<file path="src/rtl/mem_bus_arbiter.sv">
// Purpose: N-master to 1-slave arbiter for a picorv32-style native memory bus, with optional bus timeout.
// Latency: request seen in cycle 0 -> mem_valid in cycle 1; m_ready/m_rdata pass through combinationally.
// Backpressure: the granted master waits on mem_ready (or the timeout); other masters wait for the next arbitration.
module mem_bus_arbiter #(
    parameter int NUM_MASTERS = 2,
    parameter int ADDR_W      = 32,
    parameter int DATA_W      = 32,
    parameter int RR_MODE     = 1,
    parameter int TIMEOUT     = 0,
    localparam int STRB_W     = DATA_W / 8,
    localparam int IDX_W      = (NUM_MASTERS > 1) ? $clog2(NUM_MASTERS) : 1
) (
    input  logic                          clk,
    input  logic                          resetn,
    input  logic [NUM_MASTERS-1:0]        m_valid,
    input  logic [NUM_MASTERS-1:0]        m_instr,
    input  logic [NUM_MASTERS*ADDR_W-1:0] m_addr,
    input  logic [NUM_MASTERS*DATA_W-1:0] m_wdata,
    input  logic [NUM_MASTERS*STRB_W-1:0] m_wstrb,
    output logic [NUM_MASTERS-1:0]        m_ready,
    output logic [DATA_W-1:0]             m_rdata,
    output logic                          mem_valid,
    output logic                          mem_instr,
    output logic [ADDR_W-1:0]             mem_addr,
    output logic [DATA_W-1:0]             mem_wdata,
    output logic [STRB_W-1:0]             mem_wstrb,
    input  logic                          mem_ready,
    input  logic [DATA_W-1:0]             mem_rdata,
    output logic [IDX_W-1:0]              grant_idx,
    output logic                          err_valid,
    output logic [IDX_W-1:0]              err_idx,
    output logic [ADDR_W-1:0]             err_addr
);

    typedef enum logic {IDLE, BUSY} state_t;

    state_t              state_q, state_d;
    logic [IDX_W-1:0]    last_q, last_d;
    logic [31:0]         cnt_q, cnt_d;
    logic                mem_valid_q, mem_valid_d;
    logic                mem_instr_q, mem_instr_d;
    logic [ADDR_W-1:0]   mem_addr_q, mem_addr_d;
    logic [DATA_W-1:0]   mem_wdata_q, mem_wdata_d;
    logic [STRB_W-1:0]   mem_wstrb_q, mem_wstrb_d;
    logic [IDX_W-1:0]    grant_q, grant_d;
    logic                err_valid_q, err_valid_d;
    logic [IDX_W-1:0]    err_idx_q, err_idx_d;
    logic [ADDR_W-1:0]   err_addr_q, err_addr_d;

    logic [IDX_W-1:0]    win;
    logic [IDX_W-1:0]    cand;
    logic                found;
    logic                to_hit;

    // Winner search: round-robin starts one past the last grant, fixed priority starts at index 0.
    always_comb begin
        win   = '0;
        cand  = '0;
        found = 1'b0;
        for (int k = 0; k < NUM_MASTERS; k++) begin
            if (RR_MODE != 0) begin
                cand = IDX_W'((int'(last_q) + 1 + k) % NUM_MASTERS);
            end else begin
                cand = IDX_W'(k);
            end
            if (!found && m_valid[cand]) begin
                found = 1'b1;
                win   = cand;
            end
        end
    end

    // Timeout fires on the last allowed waiting cycle; a real mem_ready in that cycle takes precedence.
    assign to_hit = (TIMEOUT > 0) && (state_q == BUSY) && !mem_ready
                    && (cnt_q == 32'(TIMEOUT - 1));

    // Completion pulse goes only to the owner; on timeout it is faked with zero read data.
    always_comb begin
        m_ready = '0;
        if ((state_q == BUSY) && (mem_ready || to_hit)) begin
            m_ready[grant_q] = 1'b1;
        end
        m_rdata = to_hit ? '0 : mem_rdata;
    end

    // Next-state logic for the arbitration FSM and all registered outputs.
    always_comb begin
        state_d     = state_q;
        last_d      = last_q;
        cnt_d       = cnt_q;
        mem_valid_d = mem_valid_q;
        mem_instr_d = mem_instr_q;
        mem_addr_d  = mem_addr_q;
        mem_wdata_d = mem_wdata_q;
        mem_wstrb_d = mem_wstrb_q;
        grant_d     = grant_q;
        err_valid_d = 1'b0;
        err_idx_d   = err_idx_q;
        err_addr_d  = err_addr_q;
        case (state_q)
            IDLE: begin
                if (found) begin
                    mem_valid_d = 1'b1;
                    mem_instr_d = m_instr[win];
                    mem_addr_d  = m_addr[int'(win)*ADDR_W +: ADDR_W];
                    mem_wdata_d = m_wdata[int'(win)*DATA_W +: DATA_W];
                    mem_wstrb_d = m_wstrb[int'(win)*STRB_W +: STRB_W];
                    grant_d     = win;
                    if (RR_MODE != 0) begin
                        last_d = win;
                    end
                    cnt_d   = '0;
                    state_d = BUSY;
                end
            end
            BUSY: begin
                if (mem_ready) begin
                    mem_valid_d = 1'b0;
                    cnt_d       = '0;
                    state_d     = IDLE;
                end else if (to_hit) begin
                    mem_valid_d = 1'b0;
                    err_valid_d = 1'b1;
                    err_idx_d   = grant_q;
                    err_addr_d  = mem_addr_q;
                    cnt_d       = '0;
                    state_d     = IDLE;
                end else if (TIMEOUT > 0) begin
                    cnt_d = cnt_q + 32'd1;
                end
            end
            default: state_d = IDLE;
        endcase
    end

    // State registers; reset aborts any in-flight transaction silently.
    always_ff @(posedge clk or negedge resetn) begin
        if (!resetn) begin
            state_q     <= IDLE;
            last_q      <= IDX_W'(NUM_MASTERS - 1);
            cnt_q       <= '0;
            mem_valid_q <= 1'b0;
            mem_instr_q <= 1'b0;
            mem_addr_q  <= '0;
            mem_wdata_q <= '0;
            mem_wstrb_q <= '0;
            grant_q     <= '0;
            err_valid_q <= 1'b0;
            err_idx_q   <= '0;
            err_addr_q  <= '0;
        end else begin
            state_q     <= state_d;
            last_q      <= last_d;
            cnt_q       <= cnt_d;
            mem_valid_q <= mem_valid_d;
            mem_instr_q <= mem_instr_d;
            mem_addr_q  <= mem_addr_d;
            mem_wdata_q <= mem_wdata_d;
            mem_wstrb_q <= mem_wstrb_d;
            grant_q     <= grant_d;
            err_valid_q <= err_valid_d;
            err_idx_q   <= err_idx_d;
            err_addr_q  <= err_addr_d;
        end
    end

    assign mem_valid = mem_valid_q;
    assign mem_instr = mem_instr_q;
    assign mem_addr  = mem_addr_q;
    assign mem_wdata = mem_wdata_q;
    assign mem_wstrb = mem_wstrb_q;
    assign grant_idx = grant_q;
    assign err_valid = err_valid_q;
    assign err_idx   = err_idx_q;
    assign err_addr  = err_addr_q;

endmodule

</file>
<file path="config.mk">
export PLATFORM = sky130hd
export DESIGN_NAME = mem_bus_arbiter
export DESIGN_NICKNAME = d
export VERILOG_FILES = /design/src/rtl/mem_bus_arbiter.sv
export SDC_FILE = /design/constraint.sdc
export NUM_CORES = 1
export LEC_CHECK = 0
export BUFFER_PORTS_ARGS = -buffer_cell sky130_fd_sc_hd__buf_2
export CORE_AREA = 5 5 118 120
export DETAILED_ROUTE_END_ITERATION = 6
export DIE_AREA = 0 0 123 125
export PLACE_DENSITY = 0.63
export SLEW_MARGIN = 20
export SYNTH_ARGS = -nofsm -noshare
export SYNTH_HDL_FRONTEND = slang
export SYNTH_SLANG_ARGS = --single-unit
</file>
<file path="constraint.sdc">
create_clock -name clk -period 1.8 [get_ports clk]
set_clock_uncertainty 0.15 [all_clocks]
set_input_delay 0.09 -clock clk [delete_from_list [all_inputs] [get_ports clk]]
set_output_delay 0.09 -clock clk [all_outputs]
set_load 0.01 [all_outputs]
</file>
# After elaboration in Yosys (flattened, before gate mapping)
# Index checks and enable logic that the tools add are counted.
[word_totals] regBits=73 wordCells=46
[classes] addsub=2 shift=3 n_reduce_logical=6 n_bitwise=1 muxes=19 eq_ne=2 magnitude_cmp=5
[op_table] op="64-bit by 7-bit indexed part select with 32-bit output" count=2
[op_table] op="1-bit two-way mux" count=15
[op_table] op="1-bit by 2-bit < comparator with 1-bit output, second input constant" count=4
[op_table] op="8-bit by 4-bit indexed part select with 4-bit output" count=1
[op_table] op="2-bit inequality test, second input constant" count=2
[op_table] op="1-bit one-hot mux with 2 select lines" count=2
[op_table] op="2-bit AND reduction" count=2
[op_table] op="1-bit logical AND" count=3
[op_table] op="1-bit adder, second input constant" count=2
[op_table] op="2-bit two-way mux" count=1
[op_table] op="1-bit demux with 1-bit select" count=1
[op_table] op="1-bit >= comparator, second input constant" count=1
[op_table] op="1-bit logical NOT" count=1
[op_table] op="1-bit inverter" count=1

# Depth between registers and ports, before layout
# Gate-level depths: netlist of run 1.
[depth] word_depth=9 ltp_mapped=6

# Least setup slack after synthesis of run 1
# OpenSTA, ideal clock, no wires.
[synth_path] path_type="register to register" startpoint="reg last_q" endpoint="reg mem_wdata_q[10], in the netlist mem_wdata[10]" arrival_ns=1.145 path_buffers=2 stages_incl_launch_ff=6 path_slack_ns=0.423 cell_sequence="dfstp_2 a21bo_2 buf_4 buf_2 nand2_1 a31oi_1"
[synth_between] elab_chain_len=8 word_cells_on_any_way=14 classes_between="add/sub: 2; shift: 1; mux: 8; reduce/logical: 3"
[synth_rtl] element="from (decl)" line_no="38" text="logic [IDX_W-1:0] last_q, last_d;"
[synth_rtl] element="from (signal assigned)" line_no="140" text="last_q <= IDX_W'(NUM_MASTERS - 1);"
[synth_rtl] element="from (signal assigned)" line_no="153" text="last_q <= last_d;"
[synth_rtl] element="1-bit adder (*)" line_no="62" text="cand = IDX_W'((int'(last_q) + 1 + k) % NUM_MASTERS);"
[synth_rtl] element="1-bit two-way mux (not written as such) (2 in series)" line_no="66" text="if (!found && m_valid[cand]) begin"
[synth_rtl] element="1-bit two-way mux" line_no="66"
[synth_rtl] element="1-bit logical NOT" line_no="66"
[synth_rtl] element="1-bit logical AND" line_no="66"
[synth_rtl] element="1-bit two-way mux" line_no="66"
[synth_rtl] element="64-bit by 7-bit indexed part select with 32-bit output or 2-bit AND reduction (tied branches)"
[synth_rtl] element="to (signal assigned)" line_no="158" text="mem_wdata_q <= mem_wdata_d;"
[synth_rtl] element="to (decl)" line_no="43" text="logic [DATA_W-1:0] mem_wdata_q, mem_wdata_d;"
# Every way passes the cells marked *; elsewhere a longest branch is shown, timed or not. The select of a mux whose other input is x is not followed.
# A chain may end at the register's enable or synchronous reset.

# Worst setup path after layout of run 1
[layout_path] startpoint="in m_valid[0]" endpoint="reg state_q"
[layout_between] elab_chain_len=8 word_cells_on_any_way=10 classes_between="mux: 8; reduce/logical: 2"
[layout_rtl] element="from (decl)" line_no="15" text="input logic [NUM_MASTERS-1:0] m_valid,"
[layout_rtl] element="1-bit two-way mux (not written as such) (2 in series)" line_no="66"
[layout_rtl] element="1-bit two-way mux" line_no="66"
[layout_rtl] element="1-bit logical NOT" line_no="66"
[layout_rtl] element="1-bit logical AND" line_no="66"
[layout_rtl] element="1-bit two-way mux (*)" line_no="66"
[layout_rtl] element="1-bit two-way mux (*)" line_no="102" text="if (found) begin"
[layout_rtl] element="1-bit one-hot mux with 2 select lines (*)" line_no="100" text="case (state_q)"
[layout_rtl] element="via state_d" line_no="37" text="state_t state_q, state_d;"
[layout_rtl] element="to (signal assigned)" line_no="152" text="state_q <= state_d;"
[layout_rtl] element="to (decl)" line_no="37"
# Mark *: on every way through the listed nets, which the timed path passes. The rest lies on a longest branch. The select of a mux whose other input is x is not followed.

==> results of run 1 <==
-- through the flow --
| stage | worst slack, ps | hold WS, ps | utilization, % | std cells |
|---|---|---|---|---|
| after floorplan | 423 | -356 | - | 493 |
| after global placement | 339 | -48.8 | 36.6 | 795 |
| after detailed placement | 279 | -47.9 | 36.6 | 795 |
| after CTS | 248 | 30.1 | 50.1 | 954 |
| after global routing | 164 | 30.0 | 50.1 | 954 |
| final | 217 | 30.0 | 50.1 | 955 |
-- logic make-up (layout without fill, tap and decap cells) --
| kind of cell | count (synthesis) | count (layout) |
|---|---|---|
| buffers and inverters | 99 | 384 |
| AOI/OAI and AO/OA | 77 | 77 |
| DFF | 73 | 73 |
| other | 1 | 35 |
| and+or+nand+nor | 210 | 210 |
-- per-layer routing --
metal	routed length, microns	track usage (%)	vias up
met5	0	0	-
met4	720	11.5	0
met3	1180	4.29	55
met2	7870	34.4	243
met1	5010	17.6	1928
li1	-	-	2034
-- power by group --
group	leakage [nW]	switching, mW	total [mW]	internal, mW
logic	2.16	1.09	2.05	0.958
registers	0.813	0.220	2.28	2.06
clock network	0.148	0.666	1.80	1.14
total	3.12	1.98	6.13	4.15
-- how the worst max path moves through the flow --
stage | slack, ps | endpoint
floorplan | 420 | mem_wdata[10]
global placement | 340 | mem_addr[24]
detailed placement | 280 | mem_instr
CTS | 250 | state_q
global route | 160 | mem_instr
finish | 220 | state_q
-- worst max-delay path: stages --
cell and delay [ps]:
dlygate4sd3_1 560, buf_2 180, o31a_1 270, dlygate4sd3_1 550
-- sequential cells by signal, summed over array words and instances, names as in the netlist --
register	cells
mem_wstrb	4
mem_wdata	32
mem_addr	32
state_q	1
last_q	1
grant_idx	1
mem_valid	1
mem_instr	1
-- layout by cell type (no fill, tap or decap) --
master and instances:
a21bo_2 1, clkbuf_1 1, conb_1 34, clkbuf_8 2, a21oi_1 1, o31a_1 1
buf_12 7, inv_1 2, diode_2 1, o21a_1 1, buf_4 2, o22ai_1 1
a21boi_4 1, o21ba_4 1, a31oi_1 70, dfrtp_1 72, clkinv_2 2, clkbuf_16 9
nor2_1 71, bufinv_16 1, dlygate4sd3_1 144, buf_2 214, nand2_1 139, dfstp_2 1
-- layout make-up --
cell class	count	area, sq um
flip-flops and latches	73	1830
inverters	2	7.51
fillers	1126	6430
well taps	176	220
clock inverters	3	40.0
multi-input cells	321	1430
clock buffers	12	256
repair buffers	367	2670
diodes	1	2.50
==> reports/qor.yml, run 1 <==
status:
  run_status: "complete, no violations"
yosys:
  synth_area_leaders: "dfrtp_1, nand2_1, buf_4"
  syn_inst: 460
  synth_simple_gate_area_share_pct: 20.6
  synth_ff_type: "dfrtp_1"
  synth_seq_cells: 73
  synth_area_leader_cell: "dfrtp_1"
  yosysUniqueCellTypes: 18
  seq_area_frac_synth_pct: 47.9
  synth_compound_area_share_pct: 13.2
  synth_xor_area_share_pct: 0
  synth_area_sq_um: 3820
  netlist.area_leader.share_pct: 47.2
  synth_top_family_by_area: "simple AND/OR/NAND/NOR gates"
  synthMostInstantiatedCell: "nand2_1"
  syn_area_per_cell_sq_um: 8.30
  yosysWarnings: 0
  netlist_top_cells_count: "nand2_1, dfrtp_1, nor2_1, a31oi_1, buf_4"
  synthMuxAreaShare_pct: 0
  synth_edf_count: 0
  synthAdderAreaFrac_pct: 0
  async_reset_ff_share_pct: 100
floorplan:
  initial_utilization_pct: 29.7
  io-pin-count: 314
  fp.coreArea_sq_um: 12900
  num_rows: 42
  die_h_microns: 125
  dieArea_sq_um: 15400
  dieWidth_microns: 123
timing:
  slew_violations: 0
  finalSetupViolations: 0
  worst_slew_pin_slew_ps: 526
  grt_setup_unrepaired: "no"
  max_freq_ghz: 0.632
  fin_crit_ps: 1580
  fin_crit_sh_pct: 87.9
  slew_headroom_pct: 65.0
  setup_tns_ps: 0
  hold_viol_final: 0
worst_hold_path:
  min_to: "m_rdata[12]"
  hp-start: "mem_rdata[12]"
  min_path_type: "in2out"
  hold_path_depth: 0
cells_and_area:
  area_growth_pct: 68.9
  final_cell_area_sq_um: 6450
  drive_gt1_share_pct: 31.0
  nets: 949
cts:
  clockBufferDepth: 2
  cts_num_sinks: 73
  post_cts_resize_count: 0
  cts_root_buffer: "clkbuf_16"
  cts-hold-fix-buffers: 144
  cts_made_buffers: 9
  ctsHtreeMaxLevel: 3
  post_cts_buffers: 0
  worstSkewPairLatency_ps: 330
  path_clk_slew_ps: 60
  cts_tree: "done"
detailed_routing:
  totalWireLength_microns: 14800
  drtAntennaViolNets: 0
  dr_total_vias: 4260
  wl_per_cell_microns: 15.5
  vias_per_cell: 4.46
  drc: 0
  initialDrtViolationCount: 169
  dr.pass1.iters: 5
placement:
  io_buffers: 215
  postPlaceCellArea_sq_um: 4710
  dp_hpwl_microns: 9120
  routabilityCongestion: 0.791
power_and_ir_drop:
  power_mw: 6.13
  ir_worst_vdd_v: 0.000469
  p_leak_nw: 3.12
  power_density_nw_per_um2: 950
critical_path:
  r2r_start: "last_q"
  end_kind: "flip-flop"
  worstRegToRegCells: 3
  crit_required_ps: 1860
  critPathMaxFanout: 5
  crit_path_start: "m_valid[0]"
  crit_type: "in2reg"
  worstPathArrival_ps: 1640
  start_kind: "input pin"
  r2r_setup_slack_ps: 270
  r2r_end: "last_q"
grt:
  grt_max_degree: 52
  overflow: 0
  globalRouteTotalUtil_pct: 18.4
  grt_first_pass_wirelength_microns: 22000
  antenna_found_initial: 0
  grt_pass1_vias: 4327
flow_run:
  drv_cap: 0
Note: power is estimated with default switching activity, not from simulation.
==> inputs of run 2 (changes only) <==
==> constraint.sdc (replaced) <==
create_clock -name clk -period 1.5 [get_ports clk]
set_clock_uncertainty 0.15 [all_clocks]
set_input_delay 0.075 -clock clk [delete_from_list [all_inputs] [get_ports clk]]
set_output_delay 0.075 -clock clk [all_outputs]
set_load 0.01 [all_outputs]
==> reports/qor.yml, run 2 (same netlist as run 1, synthesis figures left out) <==
critical_path:
  crit_type: "reg2reg"  # was in2reg
  cpPeakStageDelay_ps: 580  # was 560 ps
  crit_buf_inv: 2  # was 3
  critPathTopFamily: "flip-flops"  # was buffers and inverters
  critPathMaxFanout: 6  # was 5
  start_kind: "flip-flop"  # was input pin
  end_kind: "flip-flop"  # unchanged
  worstPathArrival_ps: 1630  # was 1640 ps
  crit_chain: "a21bo_4 -> buf_4 -> buf_6 -> nand2_1 -> a31oi_1"  # was dlygate4sd3_1 -> buf_2 -> o31a_1 -> dlygate4sd3_1
  slowest_stage: "dfstp_2"  # was dlygate4sd3_1
  crit_required_ps: 1600  # was 1860 ps
detailed_routing:
  vias_per_cell: 4.44  # was 4.46
  dr_total_vias: 4299  # was 4,260
  initialDrtViolationCount: 198  # was 169
  wl_per_cell_microns: 16.7  # was 15.5 microns
  dr.pass1.iters: 5  # unchanged
  totalWireLength_microns: 16200  # was 14,800 microns
  drtAntennaViolNets: 0  # unchanged
  drc: 0  # unchanged
power_and_ir_drop:
  power_density_nw_per_um2: 1100  # was 950 nW/um^2
  p_comb_share_pct: 37.6  # was 33.5%
  seqPwrFrac_pct: 36.1  # was 37.1%
  netSwitchingFraction_pct: 33.8  # was 32.3%
  p_leak_nw: 3.28  # was 3.12 nW
  p_switching_mw: 2.55  # was 1.98 mW
  p_int_mw: 4.98  # was 4.15 mW
  ir_worst_vdd_v: 0.000413  # was 0.000469 V
  power_frac_clock_pct: 26.2  # was 29.4%
grt:
  grt_pass1_vias: 4186  # was 4,327
  grt_max_degree: 49  # was 52
  overflow: 0  # unchanged
  globalRouteTotalUtil_pct: 18.3  # was 18.4%
  grt_first_pass_wirelength_microns: 21700  # was 22,000 microns
  antenna_found_initial: 0  # unchanged
floorplan:
  io-pin-count: 314  # unchanged
  fp.coreArea_sq_um: 12900  # unchanged
  dieWidth_microns: 123  # unchanged
  initial_utilization_pct: 29.7  # unchanged
  num_rows: 42  # unchanged
  dieArea_sq_um: 15400  # unchanged
  die_h_microns: 125  # unchanged
cells_and_area:
  final_cell_mix: "buf_2, dlygate4sd3_1, nand2_1"  # unchanged
  area_growth_pct: 79.7  # was 68.9%
  n_antenna_cell: 0  # was 1
  post-route-util_pct: 53.3  # was 50.1%
  layout_commonest_cell: "buf_2"  # unchanged
  nets: 964  # was 949
  drive_gt1_share_pct: 37.1  # was 31.0%
  fill_cells: 1132  # was 1,126
timing:
  grt_setup_unrepaired: "yes"  # was no
  max_freq_ghz: 0.652
  fin_crit_ps: 1530
  hold_viol_final: 0  # unchanged
  fin_crit_sh_pct: 102
  finalSetupViolations: 1  # was 0
  slew_violations: 0  # unchanged
  holdWs_ps: 0.00448  # was 30.0 ps
  worst_slack_ps: -34.3  # was 217 ps
cts:
  cts_num_sinks: 73  # unchanged
  cts_root_buffer: "clkbuf_16"  # unchanged
  cts_made_buffers: 9  # unchanged
  cts_tree: "done"  # unchanged
  ctsHtreeMaxLevel: 3  # unchanged
  worstSkewPairLatency_ps: 330  # about the same
  path_clk_slew_ps: 60  # about the same
  clockBufferDepth: 2  # unchanged
placement:
  io_buffers: 215  # unchanged
  dp_hpwl_microns: 9290  # was 9120 microns
  routabilityCongestion: 0.775  # was 0.791
status:
  violations: "negative setup slack"
  run_status: "finished, violations left"  # was complete, no violations
flow_run:
  drv_cap: 0  # unchanged
worst_hold_path:
  min_path_type: "in2out"  # unchanged
[run 2: changes by cell type in the layout (fill, tap and decap cells not counted), moves of 2 or more]
cell and change:
nand2_2 +24, buf_8 +2, nand2_4 +7, clkbuf_16 +6
nand2_1 -31, dlygate4sd3_1 -2, a31oi_1 -6, a31oi_2 +4
buf_4 +4, buf_6 +3, a31oi_4 +2
[run 2: through the flow]
stage                     instances  total power [mW]  TNS [ps]  instance area, sq um  setup WS [ps]
after floorplan                 493              4.04         0                  3940            123
after global placement          797              4.89         0                  4740           59.7
after detailed placement        797              4.92     -17.7                  4740          -17.7
after CTS                       955              7.24      -281                  6460          -21.9
after global routing            969              7.99     -1780                  6860          -84.2
final                           969              7.53     -34.3                  6860          -34.3
[run 2: repair_timing]
action	4_1_cts	5_1_grt
buffers inserted	0	7
hold buffers	142	0
resized for setup	1	52
pin swaps	0	65
hold endpoints to repair	145	0
gates cloned	1	7
setup endpoints to repair	2	51
[run 2: power by group through the flow]
stage / clock network [mW] / logic, mW / registers, mW
final: 1.97 / 2.84 / 2.72
after global routing: 2.12 / 3.07 / 2.79
after CTS: 2.03 / 2.49 / 2.72
after detailed placement: 0 / 2.16 / 2.76
after global placement: 0 / 2.16 / 2.73
after floorplan: 0 / 1.05 / 2.99
[run 2: layout make-up]
cell class	instances	area, sq um	share of cell area, %
multi-input combinational	321	1600	23.3
timing repair buffer	382	2940	42.8
inverter	2	7.51	0.109
clock buffer	12	246	3.59
clock inverter	3	17.5	0.255
sequential	73	1830	26.7
tap	176	220	3.21
[run 2: routing by layer]
layer  track usage, %  share of wire [%]
met5                0                  0
met4             11.1                4.4
met3             4.38                7.6
met2             33.4                 53
met1             18.4                 35
[run 2: final timing paths]
path | startpoint | to | slack, ps | cells after the start
max | last_q | mem_addr[14] | -30 | 5
min | mem_rdata[12] | m_rdata[12] | 0.004 | 0
max reg2reg | last_q | mem_addr[14] | -30 | 5
min reg2reg | mem_valid | mem_valid | 340 | 1
max in group asynchronous | resetn | mem_wdata[30] | 600 | 3
min in group asynchronous | resetn | mem_wdata[3] | 70 | 2
